--- src/rtl/accel_tilt_filter_pkg.sv ---
// Shared constants, FSM encoding and the dead-zone/scale/clamp helper for the
// accelerometer tilt filter.
package accel_tilt_filter_pkg;

  localparam int ACCEL_ZERO = 256;
  localparam int ACCEL_W    = 9;
  localparam int VEL_W      = 4;
  localparam int SUM_W      = 11;
  localparam int FILL_MAX   = 4;

  typedef enum logic [1:0] {
    ST_IDLE    = 2'd0,
    ST_CAPTURE = 2'd1,
    ST_SUM     = 2'd2,
    ST_SCALE   = 2'd3
  } state_e;

  // Magnitude is computed first and the sign applied last, so negative tilts
  // round toward zero exactly like positive ones.
  function automatic logic [VEL_W-1:0] scale_tilt(
    input logic [ACCEL_W-1:0] avg,
    input int                 deadzone,
    input int                 shift,
    input int                 vmax
  );
    logic [ACCEL_W:0]   tilt;
    logic [ACCEL_W:0]   mag;
    logic [ACCEL_W:0]   step;
    logic [VEL_W-1:0]   v;
    tilt = {1'b0, avg} - (ACCEL_W+1)'(ACCEL_ZERO);
    mag  = tilt[ACCEL_W] ? -tilt : tilt;
    step = mag >> shift;
    if (int'(mag) < deadzone) begin
      v = '0;
    end else if (int'(step) > vmax) begin
      v = VEL_W'(vmax);
    end else begin
      v = step[VEL_W-1:0];
    end
    return tilt[ACCEL_W] ? -v : v;
  endfunction

endpackage

--- src/rtl/accel_tilt_filter_moving_avg4.sv ---
// Four-tap shift register with an 11-bit adder; avg is the truncated mean of
// the taps.
module moving_avg4
  import accel_tilt_filter_pkg::*;
(
  input  logic               clk,
  input  logic               reset,
  input  logic               clear,
  input  logic               shift_en,
  input  logic [ACCEL_W-1:0] din,
  output logic [ACCEL_W-1:0] avg
);

  logic [ACCEL_W-1:0] taps_q [FILL_MAX];
  logic [SUM_W-1:0]   sum;

  // NOTE: the tap array is only four words of flops, so it is reset like any
  // other register; a RAM-style array would be left unreset instead.
  always_ff @(posedge clk) begin
    if (!reset || clear) begin
      for (int i = 0; i < FILL_MAX; i++) taps_q[i] <= '0;
    end else if (shift_en) begin
      taps_q[0] <= din;
      for (int i = 1; i < FILL_MAX; i++) taps_q[i] <= taps_q[i-1];
    end
  end

  assign sum = SUM_W'(taps_q[0]) + SUM_W'(taps_q[1])
             + SUM_W'(taps_q[2]) + SUM_W'(taps_q[3]);
  assign avg = sum[SUM_W-1:2];

endmodule

--- src/rtl/accel_tilt_filter.sv ---
// Sample-rate divider, capture/sum/scale sequencer and velocity output
// registers for the per-axis tilt filter.
module accel_tilt_filter
  import accel_tilt_filter_pkg::*;
#(
  parameter int SAMPLE_DIV = 1_000_000,
  parameter int DEADZONE   = 8,
  parameter int SHIFT      = 4,
  parameter int VMAX       = 7
) (
  input  logic               clk,
  input  logic               reset,
  input  logic               enable,
  input  logic [ACCEL_W-1:0] accel_x,
  input  logic [ACCEL_W-1:0] accel_y,
  output logic [VEL_W-1:0]   vel_x,
  output logic [VEL_W-1:0]   vel_y,
  output logic               vel_valid,
  output logic               filled
);

  localparam int               DIV_W    = $clog2(SAMPLE_DIV);
  localparam logic [DIV_W-1:0] DIV_LAST = DIV_W'(SAMPLE_DIV - 1);

  state_e             state_q, state_d;
  logic [DIV_W-1:0]   div_q;
  logic [2:0]         fill_q;
  logic [ACCEL_W-1:0] avg_x, avg_y;
  logic [ACCEL_W-1:0] avg_x_q, avg_y_q;
  logic               div_wrap;
  logic               capture_en;

  assign div_wrap   = (div_q == DIV_LAST);
  assign capture_en = enable && (state_q == ST_CAPTURE);

  // NOTE: state_d gets its default before the case so no path leaves it
  // unassigned, which would otherwise infer a latch.
  always_comb begin
    state_d = state_q;
    unique case (state_q)
      ST_IDLE:    if (div_wrap) state_d = ST_CAPTURE;
      ST_CAPTURE: state_d = ST_SUM;
      ST_SUM:     state_d = ST_SCALE;
      ST_SCALE:   state_d = ST_IDLE;
      default:    state_d = ST_IDLE;
    endcase
    if (!enable) state_d = ST_IDLE;
  end

  // NOTE: all sequential state uses non-blocking assignments so every flop
  // samples the pre-edge values regardless of statement order.
  always_ff @(posedge clk) begin
    if (!reset) state_q <= ST_IDLE;
    else        state_q <= state_d;
  end

  moving_avg4 u_avg_x (
    .clk      (clk),
    .reset    (reset),
    .clear    (!enable),
    .shift_en (capture_en),
    .din      (accel_x),
    .avg      (avg_x)
  );

  moving_avg4 u_avg_y (
    .clk      (clk),
    .reset    (reset),
    .clear    (!enable),
    .shift_en (capture_en),
    .din      (accel_y),
    .avg      (avg_y)
  );

  // Dropping enable behaves like reset for the whole datapath, discarding any
  // sample still travelling through SUM/SCALE.
  always_ff @(posedge clk) begin
    if (!reset || !enable) begin
      div_q     <= '0;
      fill_q    <= '0;
      avg_x_q   <= '0;
      avg_y_q   <= '0;
      vel_x     <= '0;
      vel_y     <= '0;
      vel_valid <= 1'b0;
      filled    <= 1'b0;
    end else begin
      vel_valid <= 1'b0;
      if (state_q == ST_IDLE) begin
        div_q <= div_wrap ? '0 : div_q + 1'b1;
      end
      if (state_q == ST_CAPTURE && fill_q != 3'(FILL_MAX)) begin
        fill_q <= fill_q + 1'b1;
      end
      if (state_q == ST_SUM) begin
        avg_x_q <= avg_x;
        avg_y_q <= avg_y;
      end
      if (state_q == ST_SCALE && fill_q == 3'(FILL_MAX)) begin
        vel_x     <= scale_tilt(avg_x_q, DEADZONE, SHIFT, VMAX);
        vel_y     <= scale_tilt(avg_y_q, DEADZONE, SHIFT, VMAX);
        vel_valid <= 1'b1;
        filled    <= 1'b1;
      end
    end
  end

endmodule

--- config.mk ---
export PLATFORM = sky130hd
export DESIGN_NAME = accel_tilt_filter
export DESIGN_NICKNAME = d
export VERILOG_FILES = /design/src/rtl/accel_tilt_filter_pkg.sv /design/src/rtl/accel_tilt_filter_moving_avg4.sv /design/src/rtl/accel_tilt_filter.sv
export SDC_FILE = /design/constraint.sdc
export NUM_CORES = 1
export LEC_CHECK = 0
export ABC_AREA = 1
export ABC_CLOCK_PERIOD_IN_PS = 5000
export CAP_MARGIN = 20
export CORE_UTILIZATION = 35
export CTS_BUF_LIST = sky130_fd_sc_hd__clkbuf_4 sky130_fd_sc_hd__clkbuf_8
export CTS_CLUSTER_DIAMETER = 50
export CTS_CLUSTER_SIZE = 20
export DETAILED_ROUTE_END_ITERATION = 16
export PLACE_DENSITY_LB_ADDON = 0.05
export REMOVE_ABC_BUFFERS = 1
export SYNTH_ARGS = -nofsm -noshare
export SYNTH_HDL_FRONTEND = slang
export SYNTH_SLANG_ARGS = --single-unit
--- constraint.sdc ---
create_clock -name clk -period 5 [get_ports clk]
set_input_delay 1.5 -clock clk [delete_from_list [all_inputs] [get_ports clk]]
set_output_delay 1.5 -clock clk [all_outputs]
set_load 0.02 [all_outputs]
Word-level counts from Yosys, hierarchy flattened
Memories as Yosys holds them, arrays and structs flattened.
Cells that the tools add are included.
{"block": "word_totals", "ff_bits": 53, "ram_bits": 72, "input_bits": 21, "out_inout_bits": 10, "n_memories": 2}
{"name": "u_avg_x.taps_q", "words": 4, "width": 9, "read_ports": 4, "rd_clocked_by_memory_dff": 0, "write_ports": 4, "line": "accel_tilt_filter_moving_avg4.sv:14", "source": "logic [ACCEL_W-1:0] taps_q [FILL_MAX];"}
{"name": "u_avg_y.taps_q", "words": 4, "width": 9, "read_ports": 4, "rd_clocked_by_memory_dff": 0, "write_ports": 4, "line": "accel_tilt_filter_moving_avg4.sv:14"}
{"block": "classes", "n_addsub": 14, "magnitude_cmp": 4, "n_eq_ne": 7, "mux": 29, "bitwise_logic": 8, "n_reduce_logical": 8}
{"op": "9-bit two-way mux", "n": 8}
{"op": "11-bit by 9-bit adder with 11-bit output", "n": 4}
{"op": "4-bit two-way mux", "n": 10}
{"op": "20-bit by 1-bit adder with 20-bit output, second input constant", "n": 1}
{"op": "9-bit by 9-bit adder with 10-bit output", "n": 2}
{"op": "20-bit equality test, second input constant", "n": 1}
{"op": "10-bit by 4-bit < comparator with 1-bit output, second input constant", "n": 2}
{"op": "10-bit two-way mux", "n": 2}
{"op": "20-bit two-way mux", "n": 1}
{"op": "10-bit negation", "n": 2}
{"op": "9-bit by 9-bit subtractor with 10-bit output, second input constant", "n": 2}
{"op": "6-bit by 3-bit > comparator with 1-bit output, second input constant", "n": 2}
{"op": "4-bit negation", "n": 2}
{"op": "1-bit OR", "n": 8}
{"op": "2-bit case mux with 4 select lines", "n": 1}
{"op": "1-bit two-way mux", "n": 6}
{"op": "2-bit equality test, second input constant", "n": 2}
{"op": "3-bit by 1-bit adder with 3-bit output, second input constant", "n": 1}
{"op": "3-bit equality test, second input constant", "n": 1}
{"op": "1-bit logical AND", "n": 3}
{"op": "3-bit != test, second input constant", "n": 1}
{"op": "2-bit by 1-bit equality test with 1-bit output, second input constant", "n": 1}
{"op": "1-bit zero test", "n": 2}
{"op": "2-bit zero test", "n": 1}
{"op": "4 further kinds", "n": 4}

Depth between registers and ports, before layout
Gate-level depths: netlist of the first run.
{"block": "depth", "depth_word": 10, "depth_mapped": 19, "depth_no_buf": 19}

Modules after synthesis
From an unflattened synthesis of the first run, not the netlist that was laid out.
{"block": "hier_totals", "hier_cells": 867, "hier_area_um2": 7315.8}
{"mod": "accel_tilt_filter", "n_inst": 1, "cells_each": 401, "area_per_inst_um2": 2783.9, "seq_area_each_um2": 1061.0}
{"mod": "moving_avg4 (u_avg_y)", "n_inst": 1, "cells_each": 233, "area_per_inst_um2": 2267.2, "seq_area_each_um2": 1081.0}
{"mod": "moving_avg4 (u_avg_x)", "n_inst": 1, "cells_each": 233, "area_per_inst_um2": 2264.7, "seq_area_each_um2": 1081.0}

Worst setup path after synthesis of the first run
OpenSTA, ideal clock, no wires.
{"block": "synth_timing", "kind": "in2reg", "from": "input reset", "to": "memory u_avg_x.taps_q[0][0], enable pin", "setup_ns": 0.432, "arrival_time_ns": 3.488, "required_time_ns": 4.568, "slack_ns": 1.080, "cell_stages": 4, "path_buffers": 1, "path_cell_list": "nand2_1 > inv_1 > buf_2 > nand2_1"}
{"element": "start, declared", "line": "accel_tilt_filter.sv:12", "source": "input logic reset,"}
{"element": "end, declared", "line": "accel_tilt_filter_moving_avg4.sv:14"}

==> results.md, run 1 <==
Die:
- The number of top-level design ports is 31.
- The core region is 21000 µm².
- Measured along the y axis, the die boundary spans 148 µm.
- The initial cell density of the core is 35.6%.
- The number of rows in the core area is 53.
- Measured along the x axis, the die boundary spans 148 µm.
- The die covers 21900 µm².

Final layout:
- For this run, the post-layout net count is 1026.
- Relative to the synthesized area, the layout overhead comes to 13.3%.
- Of the cells placed in the final design, the portion with a size suffix greater than 1 is 5.88%.
- The antenna diode instance count is 0.
- The utilization of the core after routing is 40.3%.
- The final cell area excluding filler cells is 8450 µm².
- The filler cells instantiated in the layout total 2219.

Logic synthesis:
- The post-synthesis sequential area ratio is 43.2%.
- Each instance of the synthesized netlist takes up on average 8.26 µm².
- The cell count after synthesis is 904.
- The predominant post-synthesis flop cell is sky130_fd_sc_hd__edfxtp_1.
- After synthesis, the netlist uses 39 different library cells.
- In the post-synthesis netlist, the cell with the most instances is sky130_fd_sc_hd__inv_1.
- The share of synthesized cell area in full adder, half adder and majority cells is 13.1%.
- The number of enable-type register cells in the synthesized netlist is 72.
- The synthesized netlist devotes 20.3% of its cell area to simple gates.
- The dominant cell type by area after synthesis is sky130_fd_sc_hd__edfxtp_1.
- The main combinational cell family by area after synthesis is simple AND/OR/NAND/NOR gates.
- Of the total synthesized cell area, the portion taken by XOR and XNOR cells is 4.11%.
- The cell area that synthesis handed to floorplanning was 7460 µm².
- The Yosys step of the flow raised 0 warnings.
- By area the synthesized netlist is led by sky130_fd_sc_hd__edfxtp_1 29%, sky130_fd_sc_hd__dfxtp_1 14%, sky130_fd_sc_hd__inv_1 10%.
- The share of cell area taken by muxes after synthesis is 0%.
- The synthesized netlist devotes 8.01% of its cell area to compound gates.
- Synthesis inferred 125 register bits.
- After synthesis, the most frequently instantiated cells are 202 x sky130_fd_sc_hd__inv_1, 141 x sky130_fd_sc_hd__nor2_1, 120 x sky130_fd_sc_hd__nand2_1.
- After synthesis, the largest area contributor takes up 29.0% of total cell area.
- In the synthesized netlist the async set-or-reset flop fraction comes to 0%.

GRT:
- The first global-routing pass estimated 24.9 mm of wire.
- The via count of the first global-routing pass came to 5154.
- The initial antenna violation count is 0.
- The remaining global-route overflow is 0.
- Entering global routing, the biggest net connects 73 pins.
- For this run, the total global-route usage over all layers was measured as 14.2%.

Flow run:
- The max-cap violation count is 0.

Clock network:
- In this run, post-CTS hold repair placed 0 buffers.
- The clock tree synthesis step divided the H-tree into 4 levels.
- The root buffer cell is sky130_fd_sc_hd__clkbuf_8.
- The longest clock path from root to sink contains 2 buffers.
- Clock-pin slew was measured on the worst setup and hold paths at 0.08 ns.
- The total clock buffers created by CTS is 17.
- The tree built by TritonCTS fans out to 125 sinks.
- The CTS tree is done.
- The post-cts sizing count is 0.
- The number of setup buffers added after CTS is 0.
- The clock reaches the later pin of the worst-skew pair after 0.44 ns.

STA:
- The worst pin sits at a relative slew slack of 31.7%.
- The final-layout worst hold slack is 0.467 ns.
- The peak clock frequency supported by timing is 270 MHz.
- The count of pins over their slew limit is 0.
- The final hold violation count is 0.
- Setup repair after global routing left no endpoint under its margin.
- The transition time of the tightest slew-check pin is 1.02 ns.
- The final-layout setup total negative slack is 0 ns.
- Of the available clock period, the critical path in the final layout requires 73.9%.
- Setup violations remaining at the end of the flow were counted as 0.
- Clock skew on the completed layout was measured at 0.0150 ns.
- The post-route minimum period is 3.70 ns.

Routing:
- The detailed router finished its first iteration with 218 violations.
- The average wire per cell in the routed design is 11.7 µm.
- The routed layout has 5381 vias.
- Summed over all layers, the routed wires come to 14.3 mm.
- The post-detailed-route count of antenna-violating nets is 0.
- In the routed layout, each cell is associated on average with a via count of 4.39.
- The pre-antenna-repair detailed-routing pass consisted of 4 iterations.
- The DRC violation count after routing is 0.

Setup path:
- The largest incremental delay on the critical path is 0.48 ns.
- The signal on the critical path passes through ha_1 -> inv_1 -> fa_1 -> o21ai_0 -> a21oi_1 -> nor2_1 -> nor2_1 -> xor2_1 -> fa_1 -> inv_1 -> ha_1 -> inv_1 -> o21ai_0 -> nor2_1 -> o21ai_0 -> xor2_1 -> o21ai_0 -> inv_1.
- For the worst setup path, the data arrival time is 4.02 ns.
- The worst register-to-register path begins at u_avg_y.taps_q[0][0]$_SDFFCE_PN0P_.
- Data on the critical path is required at its endpoint by 5.32 ns.
- The type of the worst setup path is reg2reg.
- The kind of start point of the critical path is a register.
- The worst-path maximum fanout is 4.
- Tracing the worst setup path back leads to its startpoint at u_avg_y.taps_q[0][0]$_SDFFCE_PN0P_.
- The worst setup path is captured at a register.
- The worst-path cell with the longest stage delay is sky130_fd_sc_hd__o21ai_0.
- The number of buffer and inverter stages on the critical path is 4.
- The kind of cell with the highest combined delay along the critical path is adder cells.

Placed design:
- Summing all placed instances gives a cell area of 8070 µm².
- The number of port buffers is 30.
- The HPWL after detailed placement is 10.0 mm.
- The final weighted congestion of routability-driven global placement is 0.770.

Hold path:
- The worst min-delay path startpoint is vel_y[3]$_SDFFE_PN0P_.
- The type of the tightest min-delay check is reg2reg.

Power:
- The maximum ir drop on the vdd rail is 0.138 mV.
- For this design the static power due to leakage is 3.82 nW.
- The areal power density over the cells is 275 nW/µm².
- Overall power consumption after layout is estimated at 2.33 mW.

Outcome:
- The run finished with clean final reports.
[where the power goes]
| group | switching [mW] | leakage, nW | internal [mW] |
|---|---|---|---|
| combinational | 0.185 | 2.38 | 0.118 |
| sequential | 0.0111 | 1.23 | 1.11 |
| clock | 0.445 | 0.205 | 0.457 |
[worst register-to-register path: cells and delay by family (launching register included)]
family / cells / cell delay, ns
AO/OA/AOI/OAI: 5 / 0.97
flip-flops: 1 / 0.37
AND/OR/NAND/NOR: 3 / 0.28
adder cells (fa/ha/maj): 4 / 1.39
XOR/XNOR: 2 / 0.30
buffers and inverters: 4 / 0.26
[layer usage]
metal	GRT usage, %	wire [µm]	up-vias
li1	-	-	2925
met5	0	0	-
met3	3.09	398	10
met1	20.0	7770	2389
met4	4.95	150	0
met2	21.4	6010	57
[sequential cells by signal, summed over array words and instances (netlist names)]
| register | cells |
|---|---|
| vel_valid | 1 |
| state_q | 2 |
| div_q | 20 |
| vel_y | 4 |
| vel_x | 4 |
| u_avg_x.taps_q | 36 |
| filled | 1 |
| avg_y_q | 9 |
| u_avg_y.taps_q | 36 |
| fill_q | 3 |
| avg_x_q | 9 |
[area by class of cell]
class,count,area (µm²),share of cell area (%)
clock inverter,14,139,1.64
tap,275,344,4.07
sequential,125,3220,38.1
inverter,204,766,9.06
timing repair buffer,34,330,3.91
multi-input combinational,557,3400,40.3
clock buffer,18,248,2.93
[path summary, 6_finish.rpt]
check / end / slack [ns] / cells past startpoint
worst max-delay path: avg_y_q[5]$_SDFFE_PN0P_ / 1.30 / 18
worst max register to register: avg_y_q[5]$_SDFFE_PN0P_ / 1.30 / 18
worst min-delay path: vel_y[3]$_SDFFE_PN0P_ / 0.47 / 2
worst min register to register: vel_y[3]$_SDFFE_PN0P_ / 0.47 / 2
[placed cells by master, fill, tap and decap left out, types with 2 or more instances in the layout]
cell type                         Yosys  layout
sky130_fd_sc_hd__dfxtp_1             53      53
sky130_fd_sc_hd__nor2_4               2       2
sky130_fd_sc_hd__o21bai_1             9       9
sky130_fd_sc_hd__bufinv_16            0       2
sky130_fd_sc_hd__fa_1                20      20
sky130_fd_sc_hd__o21a_1               2       2
sky130_fd_sc_hd__a21oi_1             49      49
sky130_fd_sc_hd__xnor2_1             11      11
sky130_fd_sc_hd__nor3_1               9       9
sky130_fd_sc_hd__nand2_2              2       3
sky130_fd_sc_hd__clkdlybuf4s50_1      0      30
sky130_fd_sc_hd__nor4_1               2       2
sky130_fd_sc_hd__a211oi_1             3       3
sky130_fd_sc_hd__clkinv_2             0       4
sky130_fd_sc_hd__o21ai_1              3       3
sky130_fd_sc_hd__inv_1              202     202
sky130_fd_sc_hd__nor2_1             141     141
sky130_fd_sc_hd__inv_6                0       2
sky130_fd_sc_hd__xor2_1              24      24
sky130_fd_sc_hd__nand2_1            120     118
sky130_fd_sc_hd__nand3b_1             3       3
sky130_fd_sc_hd__clkbuf_8             0      18
sky130_fd_sc_hd__o21ai_0             31      31
sky130_fd_sc_hd__nand3_1             42      42
sky130_fd_sc_hd__inv_4                0       4
sky130_fd_sc_hd__edfxtp_1            72      72
sky130_fd_sc_hd__nor2_2               5       5
sky130_fd_sc_hd__buf_4                0       4
sky130_fd_sc_hd__o211ai_1             3       3
sky130_fd_sc_hd__inv_2                2       2
sky130_fd_sc_hd__nand4_1             18      18
sky130_fd_sc_hd__ha_1                46      46
[kinds of logic after synthesis]
logic type | count (synthesis)
simple gates | 350
buf+inv | 222
flops | 125
compound gates | 106
fa+ha+maj | 66
xor+xnor | 35
[stage by stage]
stage / setup slack, ns / cells
after floorplan: 0.520 / 886
after global placement: 1.41 / 1195
after detailed placement: 1.37 / 1195
after CTS: 1.31 / 1227
after global routing: 0.975 / 1227
final: 1.30 / 1227
Power figures use the tool's default switching activity.
==> run 2: changes to the inputs <==
ABC_CLOCK_PERIOD_IN_PS = 3400   (was 5000)
clock period = 3.4 ns   (was 5 ns; I/O delays follow)
==> results.md, run 2 (synthesis gave the netlist of run 1 again) <==
Flow run:
- The max-cap violation count is 0 (unchanged).

GRT:
- The maximum number of pins on one net before global-route repair was 33 (was 73).
- The initial antenna violation count is 0 (unchanged).
- The aggregate global-route resource usage is 14.5% (was 14.2%).
- The wire length of the first global-routing pass is 25.4 mm (was 24.9 mm).
- The via count of the first global-routing pass is 5293 (was 5154).
- The remaining global-route overflow is 0 (unchanged).

Routing:
- The average wire per cell in the routed design is 11.7 µm (about the same).
- The routed wire length was 14.4 mm (was 14.3 mm).
- The number of detailed-routing iterations run before antenna repair is 4 (unchanged).
- The detailed-route vias per instance was 4.43 (was 4.39).
- The post-detailed-route count of antenna-violating nets is 0 (unchanged).
- The iteration-0 DRC count of the detailed router came to 205 (was 218).
- The DRC violation count after routing came to 0 (unchanged).
- The number of vias after detailed routing was 5470 (was 5381).

Die:
- The die extent in y is 148 µm (unchanged).
- The die outline area is 21900 µm² (unchanged).
- The number of rows in the core area is 53 (unchanged).
- The number of top-level design ports is 31 (unchanged).
- The placeable core region was 21000 µm² (unchanged).
- The floorplan die width came to 148 µm (unchanged).
- The initial cell density of the core came to 35.6% (unchanged).

Setup path:
- The kind of cell adding the most delay to the critical path is adder cells (unchanged).
- Worst-path cell chain: ha_2 -> inv_1 -> fa_2 -> o21ai_4 -> a21oi_1 -> nor2_1 -> nor2_1 -> xor2_1 -> fa_1 -> inv_1 -> ha_1 -> buf_4 -> a31oi_1 -> nand2_1 -> nand2_1 -> nand3_1 -> nand2_1 -> inv_1 (was ha_1 -> inv_1 -> fa_1 -> o21ai_0 -> a21oi_1 -> nor2_1 -> nor2_1 -> xor2_1 -> fa_1 -> inv_1 -> ha_1 -> inv_1 -> o21ai_0 -> nor2_1 -> o21ai_0 -> xor2_1 -> o21ai_0 -> inv_1).
- The worst-path maximum fanout is 3 (was 4).
- The largest incremental delay on the critical path was 0.48 ns (about the same).
- The worst-path cell with the longest stage delay is sky130_fd_sc_hd__fa_1 (was sky130_fd_sc_hd__o21ai_0).
- The kind of start point of the critical path is a register (unchanged).
- The critical path data arrival time is 3.48 ns (was 4.02 ns).
- The worst reg2reg path startpoint is u_avg_y.taps_q[0][0]$_SDFFCE_PN0P_ (unchanged).
- The critical path startpoint is u_avg_y.taps_q[0][0]$_SDFFCE_PN0P_ (unchanged).
- The type of the worst setup path was reg2reg (unchanged).
- The endpoint required time on the critical path is 3.73 ns (was 5.32 ns).
- The number of buffer and inverter stages on the critical path came to 4 (unchanged).
- The endpoint kind of the worst setup timing path is a register (unchanged).

STA:
- The final-layout setup total negative slack came to 0 ns (unchanged).
- The number of endpoints failing setup at the final stage is 0 (unchanged).
- The count of pins over their slew limit is 0 (unchanged).
- The transition time of the tightest slew-check pin is 0.654 ns (was 1.02 ns).
- The post-route clock skew is 0.0106 ns (was 0.0150 ns).
- The post-route minimum period was 3.15 ns (was 3.70 ns).
- The final hold violation count is 0 (unchanged).
- The ratio of final minimum period to clock period is 92.6% (was 73.9%).
- The worst relative slew slack was 56.4% (was 31.7%).
- The peak clock frequency supported by timing is 318 MHz (was 270 MHz).

Hold path:
- The type of the tightest min-delay check is reg2reg (unchanged).
- The worst min-delay path startpoint was vel_y[3]$_SDFFE_PN0P_ (unchanged).

Clock network:
- The CTS tree is done (unchanged).
- The sink count of the clock tree is 125 (unchanged).
- The clock tree buffer depth is 2 (unchanged).
- The number of levels the H-tree was split into is 4 (unchanged).
- The total clock buffers created by CTS is 17 (unchanged).
- The root buffer cell was sky130_fd_sc_hd__clkbuf_8 (unchanged).
- The insertion delay of the later-clocked pin in the worst-skew pair was 0.43 ns (was 0.44 ns).
- The clock slew at the register clock pins of the worst setup and hold paths came to 0.08 ns (about the same).

Placed design:
- The HPWL after detailed placement is 10.3 mm (was 10.0 mm).
- The final weighted congestion of routability-driven global placement is 0.771 (was 0.770).
- The number of port buffers is 30 (unchanged).

Final layout:
- Largest regs: u_avg_x.taps_q x36, u_avg_y.taps_q x36, div_q x20 (unchanged).
- The utilization of the core after routing came to 41.1% (was 40.3%).
- The post-synthesis to final-layout area growth is 15.4% (was 13.3%).
- The number of nets in the layout is 1034 (was 1026).
- The number of fill cells came to 2199 (was 2219).
- The fraction of layout instances using a drive strength above 1 is 8.02% (was 5.88%).
- Leading cell types in the layout, fill and taps excluded: 201 x sky130_fd_sc_hd__inv_1, 141 x sky130_fd_sc_hd__nor2_1, 117 x sky130_fd_sc_hd__nand2_1 (was 202 x sky130_fd_sc_hd__inv_1, 141 x sky130_fd_sc_hd__nor2_1, 118 x sky130_fd_sc_hd__nand2_1).
- The commonest non-fill, non-tap cell in the layout is sky130_fd_sc_hd__inv_1 (unchanged).
- The antenna diode instance count is 0 (unchanged).

Power:
- The maximum ir drop on the vdd rail is 0.189 mV (was 0.138 mV).
- The leakage power summed over all cells was 3.86 nW (was 3.82 nW).
- The switching share of power is 26.3% (was 27.5%).
- The sequential share of power is 47.6% (was 48.2%).
- The net switching power of the design is 912 µW (was 641 µW).
- The areal power density over the cells is 403 nW/µm² (was 275 nW/µm²).
- The fraction of power consumed by combinational cells is 13.6% (was 13.0%).
- The design internal power is 2.55 mW (was 1.69 mW).
- The clock network fraction of total power is 38.8% (about the same).

Outcome:
- Status: finished clean (unchanged).
run 2: changes by cell type in the layout (fill, tap and decap cells not counted), moves of 4 or more:
cell                      change
sky130_fd_sc_hd__ha_1         -5
sky130_fd_sc_hd__inv_4        -4
sky130_fd_sc_hd__buf_4        +6
sky130_fd_sc_hd__o21ai_1      +6
sky130_fd_sc_hd__o21ai_0      -8
sky130_fd_sc_hd__ha_2         +4
run 2: per-stage QoR:
step / instances / hold WS [ns] / instance area [µm²] / setup WS [ns] / total power, mW
floorplan: 886 / 0.447 / 7380 / -0.600 / 2.02
global placement: 1202 / 0.447 / 8140 / 0.00606 / 2.15
CTS: 1234 / 0.470 / 8540 / 0.00664 / 3.51
global route: 1235 / 0.512 / 8610 / -0.0285 / 3.67
detailed placement: 1202 / 0.457 / 8140 / -0.0566 / 2.15
finish: 1235 / 0.470 / 8610 / 0.252 / 3.47
run 2: metal layers:
layer	wire length, µm	part of all wire [%]	up-vias	GRT usage (%)
met2	6130	43	52	21.9
met1	7790	54	2475	20.4
li1	-	-	2936	-
met5	0	0	-	0
met3	354	2.5	7	3.70
met4	128	0.89	0	3.87
run 2: timing repair:
| action | 4_1_cts | 5_1_grt |
|---|---|---|
| setup endpoints to repair | 3 | 10 |
| hold buffers | 0 | 0 |
| gates resized for setup | 1 | 23 |
| buffers inserted | 0 | 1 |
| pin swaps | 0 | 1 |
run 2: power by group through the flow:
stage	sequential [mW]	combinational (mW)	clock (mW)
6_report	1.65	0.473	1.35
5_1_grt	1.65	0.554	1.46
4_1_cts	1.65	0.469	1.39
3_5_place_dp	1.68	0.466	0
3_3_place_gp	1.68	0.469	0
2_1_floorplan	1.68	0.337	0
run 2: worst reg2reg max path, stage by stage, from the launching register on:
cell and delay (ns):
sky130_fd_sc_hd__edfxtp_1 0.36, sky130_fd_sc_hd__ha_2 0.19, sky130_fd_sc_hd__inv_1 0.05, sky130_fd_sc_hd__fa_2 0.38, sky130_fd_sc_hd__o21ai_4 0.16, sky130_fd_sc_hd__a21oi_1 0.08, sky130_fd_sc_hd__nor2_1 0.08, sky130_fd_sc_hd__nor2_1 0.05
sky130_fd_sc_hd__xor2_1 0.15, sky130_fd_sc_hd__fa_1 0.48, sky130_fd_sc_hd__inv_1 0.04, sky130_fd_sc_hd__ha_1 0.32, sky130_fd_sc_hd__buf_4 0.15, sky130_fd_sc_hd__a31oi_1 0.20, sky130_fd_sc_hd__nand2_1 0.10, sky130_fd_sc_hd__nand2_1 0.06
sky130_fd_sc_hd__nand3_1 0.08, sky130_fd_sc_hd__nand2_1 0.07, sky130_fd_sc_hd__inv_1 0.03
run 2: area by class of cell:
type | count | area (µm²) | share of cell area [%]
multi-input combinational | 557 | 3470 | 40.2
sequential | 125 | 3220 | 37.4
inverter | 204 | 766 | 8.89
timing repair buffer | 42 | 415 | 4.82
tap | 275 | 344 | 4.00
clock buffer | 19 | 249 | 2.89
clock inverter | 13 | 149 | 1.73
run 2: path summary, 6_finish.rpt:
kind	to	slack, ns	depth (start not counted)
worst min-delay path	vel_y[3]$_SDFFE_PN0P_	0.47	2
worst max register to register	avg_y_q[6]$_SDFFE_PN0P_	0.25	18
worst max-delay path	avg_y_q[6]$_SDFFE_PN0P_	0.25	18
worst min register to register	vel_y[3]$_SDFFE_PN0P_	0.47	2
==> run 3: changes to the inputs <==
CTS_CLUSTER_DIAMETER = 100   (was 50)
TNS_END_PERCENT = 20   (was default)
==> results.md, run 3 (synthesis gave the netlist of run 1 again) <==
Die:
- The number of rows in the core area is 53 (unchanged).
- The number of top-level design ports is 31 (unchanged).
- The floorplan die width is 148 µm (unchanged).
- The die outline area is 21900 µm² (unchanged).
- The placeable core region was 21000 µm² (unchanged).
- The die extent in y is 148 µm (unchanged).
- The initial cell density of the core is 35.6% (unchanged).

Setup path:
- The critical path data arrival time is 3.48 ns (about the same).
- The type of the worst setup path is reg2reg (unchanged).
- Worst-path cell chain: ha_2 -> inv_1 -> fa_2 -> o21ai_4 -> a21oi_1 -> nor2_1 -> nor2_1 -> xor2_1 -> fa_1 -> inv_1 -> ha_1 -> buf_4 -> a31oi_1 -> nand2_1 -> nand2_1 -> nand3_1 -> nand2_1 -> inv_1 (unchanged).
- The endpoint required time on the critical path is 3.73 ns (about the same).
- The largest incremental delay on the critical path is 0.48 ns (about the same).
- The worst-path maximum fanout was 3 (unchanged).
- The worst-path cell with the longest stage delay is sky130_fd_sc_hd__fa_1 (unchanged).
- The kind of start point of the critical path is a register (unchanged).
- The endpoint kind of the worst setup timing path is a register (unchanged).

Final layout:
- The post-synthesis to final-layout area growth is 15.4% (about the same).
- The final cell area excluding filler cells came to 8610 µm² (about the same).
- The final standard cell count with taps included and fillers excluded is 1235 (unchanged).
- The number of nets in the layout was 1034 (unchanged).
- The number of fill cells is 2198 (was 2199).
- The fraction of layout instances using a drive strength above 1 came to 7.92% (was 8.02%).
- Leading cell types in the layout, fill and taps excluded: 201 x sky130_fd_sc_hd__inv_1, 141 x sky130_fd_sc_hd__nor2_1, 117 x sky130_fd_sc_hd__nand2_1 (unchanged).
- The commonest non-fill, non-tap cell in the layout is sky130_fd_sc_hd__inv_1 (unchanged).
- Largest regs: u_avg_x.taps_q x36, u_avg_y.taps_q x36, div_q x20 (unchanged).
- The antenna diode instance count is 0 (unchanged).

Placed design:
- The setup slack after placement is -0.0566 ns (unchanged).
- The total placed instance area was 8140 µm² (unchanged).
- The HPWL after detailed placement came to 10.3 mm (unchanged).
- The number of cells after detailed placement is 1202 (unchanged).
- The final weighted congestion of routability-driven global placement is 0.771 (unchanged).
- The number of port buffers is 30 (unchanged).

Power:
- The total power draw came to 3.47 mW (about the same).
- The leakage power summed over all cells was 3.86 nW (about the same).
- The maximum ir drop on the vdd rail is 0.189 mV (about the same).
- The areal power density over the cells is 403 nW/µm² (about the same).

Routing:
- The number of vias after detailed routing was 5480 (was 5470).
- The DRC violation count after routing is 0 (unchanged).
- The detailed-route vias per instance is 4.44 (was 4.43).
- The number of detailed-routing iterations run before antenna repair is 5 (was 4).
- The average wire per cell in the routed design is 11.7 µm (about the same).
- The routed wire length is 14.4 mm (about the same).
- The post-detailed-route count of antenna-violating nets is 0 (unchanged).
- The iteration-0 DRC count of the detailed router came to 205 (unchanged).

Clock network:
- The root buffer cell is sky130_fd_sc_hd__clkbuf_8 (unchanged).
- The sink count of the clock tree is 125 (unchanged).
- The clock slew at the register clock pins of the worst setup and hold paths is 0.08 ns (about the same).
- The insertion delay of the later-clocked pin in the worst-skew pair is 0.43 ns (about the same).
- The hold-fix buffer count after cts is 0 (unchanged).
- The CTS tree was done (unchanged).
- The total clock buffers created by CTS is 17 (unchanged).
- The clock tree buffer depth is 2 (unchanged).
- The number of levels the H-tree was split into came to 4 (unchanged).

Flow run:
- The max-cap violation count was 0 (unchanged).

STA:
- The post-route clock skew came to 0.0106 ns (unchanged).
- The ratio of final minimum period to clock period is 92.6% (about the same).
- The transition time of the tightest slew-check pin came to 0.654 ns (unchanged).
- The post-route minimum period is 3.15 ns (about the same).
- The final hold violation count is 0 (unchanged).
- The setup slack of the critical path after layout is 0.252 ns (about the same).
- Setup repair after global routing could not meet its margin everywhere.
- The peak clock frequency supported by timing came to 318 MHz (about the same).
- The final-layout worst hold slack is 0.470 ns (unchanged).
- The number of endpoints failing setup at the final stage came to 0 (unchanged).
- The worst relative slew slack is 56.4% (unchanged).
- The count of pins over their slew limit is 0 (unchanged).

GRT:
- The initial antenna violation count is 0 (unchanged).
- The aggregate global-route resource usage is 14.5% (unchanged).
- The via count of the first global-routing pass is 5293 (unchanged).
- The wire length of the first global-routing pass is 25.4 mm (unchanged).
- The maximum number of pins on one net before global-route repair is 33 (unchanged).
- The remaining global-route overflow is 0 (unchanged).

Hold path:
- The type of the tightest min-delay check is reg2reg (unchanged).

Outcome:
- Status: finished clean (unchanged).
## run 3: cell counts in the layout (fill, tap and decap cells not counted)
No cell type changed its count.
## run 3: power breakdown
part / leakage, nW / switching [mW] / internal (mW)
combinational: 2.43 / 0.282 / 0.191
sequential: 1.23 / 0.0165 / 1.63
clock: 0.197 / 0.613 / 0.731
total: 3.86 / 0.911 / 2.55
## run 3: layer usage
| metal | vias up | global-route usage (%) | wire length (µm) |
|---|---|---|---|
| li1 | 2936 | - | - |
| met2 | 58 | 21.9 | 6130 |
| met4 | 0 | 3.87 | 128 |
| met1 | 2479 | 20.4 | 7780 |
| met5 | - | 0 | 0 |
| met3 | 7 | 3.70 | 361 |
## run 3: repair_timing
item,CTS,global route
setup endpoints to repair,3,10
pin swaps,0,1
buffers inserted,0,1
resized for setup,1,22
## run 3: final cells by class
class                      instances  area [µm²]  share of cell area, %
multi-input combinational        557        3460                   40.2
sequential                       125        3220                   37.4
inverter                         204         766                   8.89
timing repair buffer              42         415                   4.82
tap                              275         344                   4.00
clock buffer                      19         249                   2.89
clock inverter                    13         149                   1.73
## run 3: final timing paths
| path | start | endpoint | slack [ns] | cells after the start |
|---|---|---|---|---|
| hold / removal | vel_y[3]$_SDFFE_PN0P_ | vel_y[3]$_SDFFE_PN0P_ | 0.47 | 2 |
| setup reg to reg | u_avg_y.taps_q[0][0]$_SDFFCE_PN0P_ | avg_y_q[6]$_SDFFE_PN0P_ | 0.25 | 18 |
| hold reg to reg | vel_y[3]$_SDFFE_PN0P_ | vel_y[3]$_SDFFE_PN0P_ | 0.47 | 2 |
| setup / recovery | u_avg_y.taps_q[0][0]$_SDFFCE_PN0P_ | avg_y_q[6]$_SDFFE_PN0P_ | 0.25 | 18 |
## run 3: worst max-delay path, delay by kind of cell, from the launching register on
family	cells	cell delay, ns
buffers and inverters	4	0.27
DFF	1	0.36
xor gates and xnor gates	1	0.15
adders and majority gates	4	1.37
and+or+nand+nor	6	0.44
AOI/OAI and AO/OA	3	0.44
## run 3: through the flow
stage	utilization (%)	TNS (ns)
final	41.1	0
after CTS	40.8	0
after floorplan	-	-51.90
after global placement	38.9	0
after global routing	41.1	-0.0479
after detailed placement	38.9	-0.0887
